[config.mk]
export PLATFORM = sky130hd
export DESIGN_NAME = framebuffer_fill
export DESIGN_NICKNAME = d
export VERILOG_FILES = /design/src/rtl/voxel_gpu_pkg.sv /design/src/rtl/raster_scan_counter.sv /design/src/rtl/framebuffer_fill.sv
export SDC_FILE = /design/constraint.sdc
export NUM_CORES = 1
export LEC_CHECK = 0
export BUFFER_PORTS_ARGS = -buffer_cell sky130_fd_sc_hd__buf_2
export CAP_MARGIN = 20
export CORE_ASPECT_RATIO = 0.9
export CORE_MARGIN = 10
export CORE_UTILIZATION = 42
export DETAILED_ROUTE_END_ITERATION = 10
export GPL_ROUTABILITY_DRIVEN = 0
export HOLD_SLACK_MARGIN = 0.05
export PLACE_DENSITY = 0.74
export REMOVE_ABC_BUFFERS = 1
export SLEW_MARGIN = 5
export SYNTH_ARGS = -nofsm -noshare
export SYNTH_HDL_FRONTEND = slang
export SYNTH_HIERARCHICAL = 1
export SYNTH_SLANG_ARGS = --single-unit
export TNS_END_PERCENT = 1
[constraint.sdc]
create_clock -name clock -period 4.2 [get_ports clock]
set_input_delay 0.63 -clock clock [delete_from_list [all_inputs] [get_ports clock]]
set_output_delay 0.63 -clock clock [all_outputs]
set_load 0.01 [all_outputs]
[src/rtl/voxel_gpu_pkg.sv]
// Shared types and default geometry for the voxel_gpu drawing engines.
package voxel_gpu_pkg;

    typedef enum logic [1:0] {
        FILL_IDLE,
        FILL_WRITE,
        FILL_DONE
    } fill_state_t;

    typedef logic [15:0] rgb565_t;

    localparam int DEFAULT_STRIDE_BYTES = 1024;
    localparam int FB_WIDTH             = 320;
    localparam int FB_HEIGHT            = 240;

endpackage

[src/rtl/raster_scan_counter.sv]
// Row-major raster position generator: x steps by two pixels per word and
// row_base accumulates the byte stride, so no multiplier is needed.
module raster_scan_counter #(
    parameter int WIDTH        = 320,
    parameter int HEIGHT       = 240,
    parameter int STRIDE_BYTES = 1024,
    localparam int XW          = $clog2(WIDTH + 1),
    localparam int YW          = $clog2(HEIGHT + 1)
) (
    input  logic          clock,
    input  logic          reset,
    input  logic          init,
    input  logic          advance,
    input  logic [31:0]   base,
    output logic [XW-1:0] x,
    output logic [YW-1:0] y,
    output logic [31:0]   row_base,
    output logic          last
);

    localparam logic [XW-1:0] X_LAST = XW'(WIDTH - 2);
    localparam logic [YW-1:0] Y_LAST = YW'(HEIGHT - 1);
    localparam logic [31:0]   STRIDE = 32'(STRIDE_BYTES);

    logic [XW-1:0] x_q, x_d;
    logic [YW-1:0] y_q, y_d;
    logic [31:0]   row_base_q, row_base_d;

    // Advancing past the final word holds the position; the owner stops there.
    always_comb begin
        x_d        = x_q;
        y_d        = y_q;
        row_base_d = row_base_q;
        if (init) begin
            x_d        = '0;
            y_d        = '0;
            row_base_d = base;
        end else if (advance) begin
            if (x_q < X_LAST) begin
                x_d = x_q + XW'(2);
            end else if (y_q < Y_LAST) begin
                x_d        = '0;
                y_d        = y_q + YW'(1);
                row_base_d = row_base_q + STRIDE;
            end
        end
    end

    always_ff @(posedge clock) begin
        if (reset) begin
            x_q        <= '0;
            y_q        <= '0;
            row_base_q <= '0;
        end else begin
            x_q        <= x_d;
            y_q        <= y_d;
            row_base_q <= row_base_d;
        end
    end

    assign x        = x_q;
    assign y        = y_q;
    assign row_base = row_base_q;
    assign last     = (x_q == X_LAST) && (y_q == Y_LAST);

endmodule

[src/rtl/framebuffer_fill.sv]
// Solid-colour pixel buffer fill: writes {color,color} to every word of the
// buffer over an Avalon-MM master, then pulses done for one cycle.
module framebuffer_fill
    import voxel_gpu_pkg::*;
#(
    parameter int WIDTH        = FB_WIDTH,
    parameter int HEIGHT       = FB_HEIGHT,
    parameter int STRIDE_BYTES = DEFAULT_STRIDE_BYTES,
    parameter int PIXEL_BYTES  = 2
) (
    input  logic        clock,
    input  logic        reset,
    input  logic        start,
    input  logic [31:0] base_addr,
    input  logic [15:0] color,
    output logic        busy,
    output logic        done,
    output logic [31:0] m1_address,
    output logic [31:0] m1_writedata,
    output logic        m1_write,
    input  logic        m1_waitrequest
);

    localparam int XW = $clog2(WIDTH + 1);
    localparam int YW = $clog2(HEIGHT + 1);

    if (PIXEL_BYTES != 2) begin : g_bad_pixel_bytes
        $error("framebuffer_fill: PIXEL_BYTES must be 2");
    end
    if ((WIDTH < 2) || ((WIDTH % 2) != 0)) begin : g_bad_width
        $error("framebuffer_fill: WIDTH must be even and at least 2");
    end
    if (HEIGHT < 1) begin : g_bad_height
        $error("framebuffer_fill: HEIGHT must be at least 1");
    end

    fill_state_t   state_q, state_d;
    rgb565_t       color_q, color_d;

    logic          scan_init;
    logic          scan_advance;
    logic          scan_last;
    logic [XW-1:0] scan_x;
    logic [YW-1:0] unused_scan_y;
    logic [31:0]   scan_row_base;

    assign scan_init    = (state_q == FILL_IDLE) && start;
    assign scan_advance = (state_q == FILL_WRITE) && !m1_waitrequest;

    raster_scan_counter #(
        .WIDTH        (WIDTH),
        .HEIGHT       (HEIGHT),
        .STRIDE_BYTES (STRIDE_BYTES)
    ) u_scan (
        .clock    (clock),
        .reset    (reset),
        .init     (scan_init),
        .advance  (scan_advance),
        .base     (base_addr),
        .x        (scan_x),
        .y        (unused_scan_y),
        .row_base (scan_row_base),
        .last     (scan_last)
    );

    // Start is only honoured in IDLE, so requests during a fill are dropped.
    always_comb begin
        state_d = state_q;
        color_d = color_q;
        case (state_q)
            FILL_IDLE: begin
                if (start) begin
                    state_d = FILL_WRITE;
                    color_d = color;
                end
            end
            FILL_WRITE: begin
                if (!m1_waitrequest && scan_last) begin
                    state_d = FILL_DONE;
                end
            end
            FILL_DONE: state_d = FILL_IDLE;
            default:   state_d = FILL_IDLE;
        endcase
    end

    always_ff @(posedge clock) begin
        if (reset) begin
            state_q <= FILL_IDLE;
            color_q <= '0;
        end else begin
            state_q <= state_d;
            color_q <= color_d;
        end
    end

    assign busy         = (state_q != FILL_IDLE);
    assign done         = (state_q == FILL_DONE);
    assign m1_write     = (state_q == FILL_WRITE);
    assign m1_address   = scan_row_base + (32'(scan_x) << 1);
    assign m1_writedata = {color_q, color_q};

endmodule

==> impl_results.md <==
- Die height: between 100 and 150 um
- Share of cells above drive strength 1: about 30%
- Reg2reg path depth: 6
- Max Cap Viol: 0
- #FFs+latches synth: 66
- First-pass GRT wire length: 18300 um
- DR WL met2: around 5300 um
- Post-CTS Setup Repair Bufs: 0
- Setup violators final: 0
- Critical Path Sink: m1_address[27]
- Area Growth Syn to Fin: 17.7%
- Distinct cell type count after synthesis: between 60 and 70
- Grt ovf: 0
- Die ar.: 0.0142 mm^2
- Initial core utilization: between 40% and 50%
- Layout Skew: 0.0147 ns
- Area share of the largest cell type after synthesis: 31.9%
- Synth Flop Type: dfxtp_1
- Layout Nets: approximately 650
- Vias: approximately 3800
- Wirelength per Cell: 15.8 um
- Critical Path AT: between 2 and 3 ns
- Vias per std cell: ~5.4
- Detailed router's first-iteration violation count: 157
- CTS tree: yes
- CP Class: reg2out
- Htree depth: 3
- DP Wirelength: approximately 8300 um
- Filler cells: 941
- Cells after Synth: ~490
- Top cells by count, synth: dfxtp_1, nand2_1, nor2_1
- Area contributors post-synth: dfxtp_1, xnor2_1, nand2_1
- Row cnt: 34
- Syn avg cell area: 8.53 um^2
- Lkg Pwr: between 0.002 and 0.0025 uW
- WP buf/inv: 1
- Final hold violations: 0
- Wl on met1: 4980 um
- Cts hold-fix bufs: 0
- Vias in the first global route: 3746
- Fmax: approximately 300 MHz
- Placed Area: between 0.004 and 0.005 mm^2
- Worst-margin pin slew: 0.775 ns
- RSZ-0062 raised after global routing: false
- Sequential element share of the synthesized area: 31.9%
- Number of port buffers: around 120
- Clock sinks: 66
- Routed Antenna Nets: 0
- Cell area after layout: between 0.004 and 0.005 mm^2
- Worst-path clk slew: about 0.070 ns
- Area leader, netlist: dfxtp_1
- TNS Setup: 0 ns
- Crit-path cells: fa_1, a21o_1, a221o_2, a21oi_4, nor4_2, xor2_1, buf_2
- Largest net degree at the start of global routing: 52
- CP startpoint kind: register
- IO Count: 119
- Initial antenna violation count: 0
- Worst Hold Class: reg2reg
- Final Cycle Share: 79.5%
- Slew headroom: 48.0%
- Post-CTS resize count: 0
- Core Footprint: 0.00966 mm^2
- Reg2Reg Launch Point: state_q[1]
- Post-synth EDFFs: 0
- Clock tree buffer depth: 2
- Most common cell in the netlist: dfxtp_1
- DR top layer: met4
- VDD IR max: approximately 0.11 mV
- Critical path depth in cells: 7
- Worst reg-to-reg setup slack: 1.83 ns
- GRT Overall Usage: 15.2%
- Cts bufs inserted: 9
- Tmin final: 3.34 ns
- Die Span X: around 120 um
- Slew Limit Fails: 0
- DR pass1 iterations: 4
- FF-to-FF End: u_scan/x[7]
- WL final: between 10000 and 15000 um
- Slowest Stage Delay on Critical Path: between 0.4 and 0.5 ns
- Root buffer cell: clkbuf_8
- Worst skew pair latency: 0.35 ns
- Critical path's top delay family: compound AO/OA/AOI/OAI gates
- Status: completed
- DRC viols: 0
- CP required: between 3 and 4 ns
- Cell Area, Synth: 0.00414 mm^2
- Slowest-stage cell, CP: fa_1
- PwrDens: just under 300 mW/mm^2
- CP startpoint: u_scan/x[1]
- YS warnings: 6
- Worst-path maximum fanout: 11
- Metal3 WL: 794 um
- Ys async rst share: 0%
- Critical path endpoint category: output port
-- power by group --
| group | internal [uW] | switching (uW) | leakage, uW |
|---|---|---|---|
| clock | 230 | 262 | 0.0000883 |
| combinational | 105 | 131 | 0.00143 |
| sequential | 660 | 48.9 | 0.000541 |
-- cell families (layout without fill, tap and decap cells) --
logic type	Yosys count	after routing	share of synthesized area, %
multiplexers	10	10	2.42
AO/OA/AOI/OAI	90	90	16.1
XOR/XNOR	58	58	12.3
buffers and inverters	50	150	6.62
AND/OR/NAND/NOR	197	197	26.4
flip-flops	66	66	31.9
other	1	2	0.0906
adder cells (fa/ha/maj)	13	13	4.11
-- flip-flops by register name (all words and copies together), names as in the netlist --
name and cells:
u_scan/row_base 32, color_q 16, u_scan/x 8, u_scan/y 8, state_q 2
-- placed cells by master, fill, tap and decap left out, types with 12 or more instances in the layout --
| cell type | netlist | final |
|---|---|---|
| xor2_1 | 23 | 23 |
| buf_2 | 3 | 118 |
| nand2_1 | 56 | 56 |
| nor3_1 | 14 | 14 |
| nor2_1 | 52 | 52 |
| a211oi_1 | 15 | 15 |
| nand3_1 | 19 | 19 |
| xnor2_1 | 35 | 35 |
| dfxtp_1 | 66 | 66 |
| ha_1 | 12 | 12 |
| a21oi_1 | 35 | 35 |
-- worst min-delay path by stage --
stage | from | endpoint | cells past startpoint
after global routing | color_q[2] | color_q[2] | 2
final | color_q[10] | color_q[10] | 2
after floorplan | u_scan/y[7] | u_scan/y[7] | 2
after global placement | color_q[10] | color_q[10] | 2
after detailed placement | color_q[7] | color_q[7] | 2
after CTS | color_q[7] | color_q[7] | 2
-- worst reg2reg max path, delay by kind of cell, from the launching register on --
family             cells  cell delay [ns]
and+or+nand+nor        5             1.55
DFF                    1             0.32
AOI/OAI and AO/OA      1             0.39
-- routing by layer --
| layer | vias up | global-route usage (%) |
|---|---|---|
| met5 | - | 0 |
| met4 | 0 | 5.12 |
| met3 | 17 | 4.68 |
| met2 | 123 | 25.2 |
| li1 | 1885 | - |
| met1 | 1785 | 18.3 |
-- per-stage QoR --
stage	cells	total power (uW)	utilization [%]	setup WS (ns)	hold slack, ns
3_5_place_dp	695	961	48.5	1.27	0.462
6_report	712	1440	50.4	0.859	0.470
3_3_place_gp	695	954	48.5	1.32	0.449
4_1_cts	711	1460	50.4	0.877	0.473
5_1_grt	711	1510	50.4	0.767	0.490
2_1_floorplan	447	846	-	1.37	0.462
-- area by class of cell --
type	instances	area (um^2)	area share (%)
timing repair buffer	122	621	12.7
clock buffer	10	138	2.83
inverter	12	45.0	0.925
antenna	1	2.50	0.0514
tap	126	158	3.24
clock inverter	6	42.5	0.874
multi-input combinational	369	2540	52.2
sequential	66	1320	27.1
No activity file was read; power rests on OpenSTA's default activity.
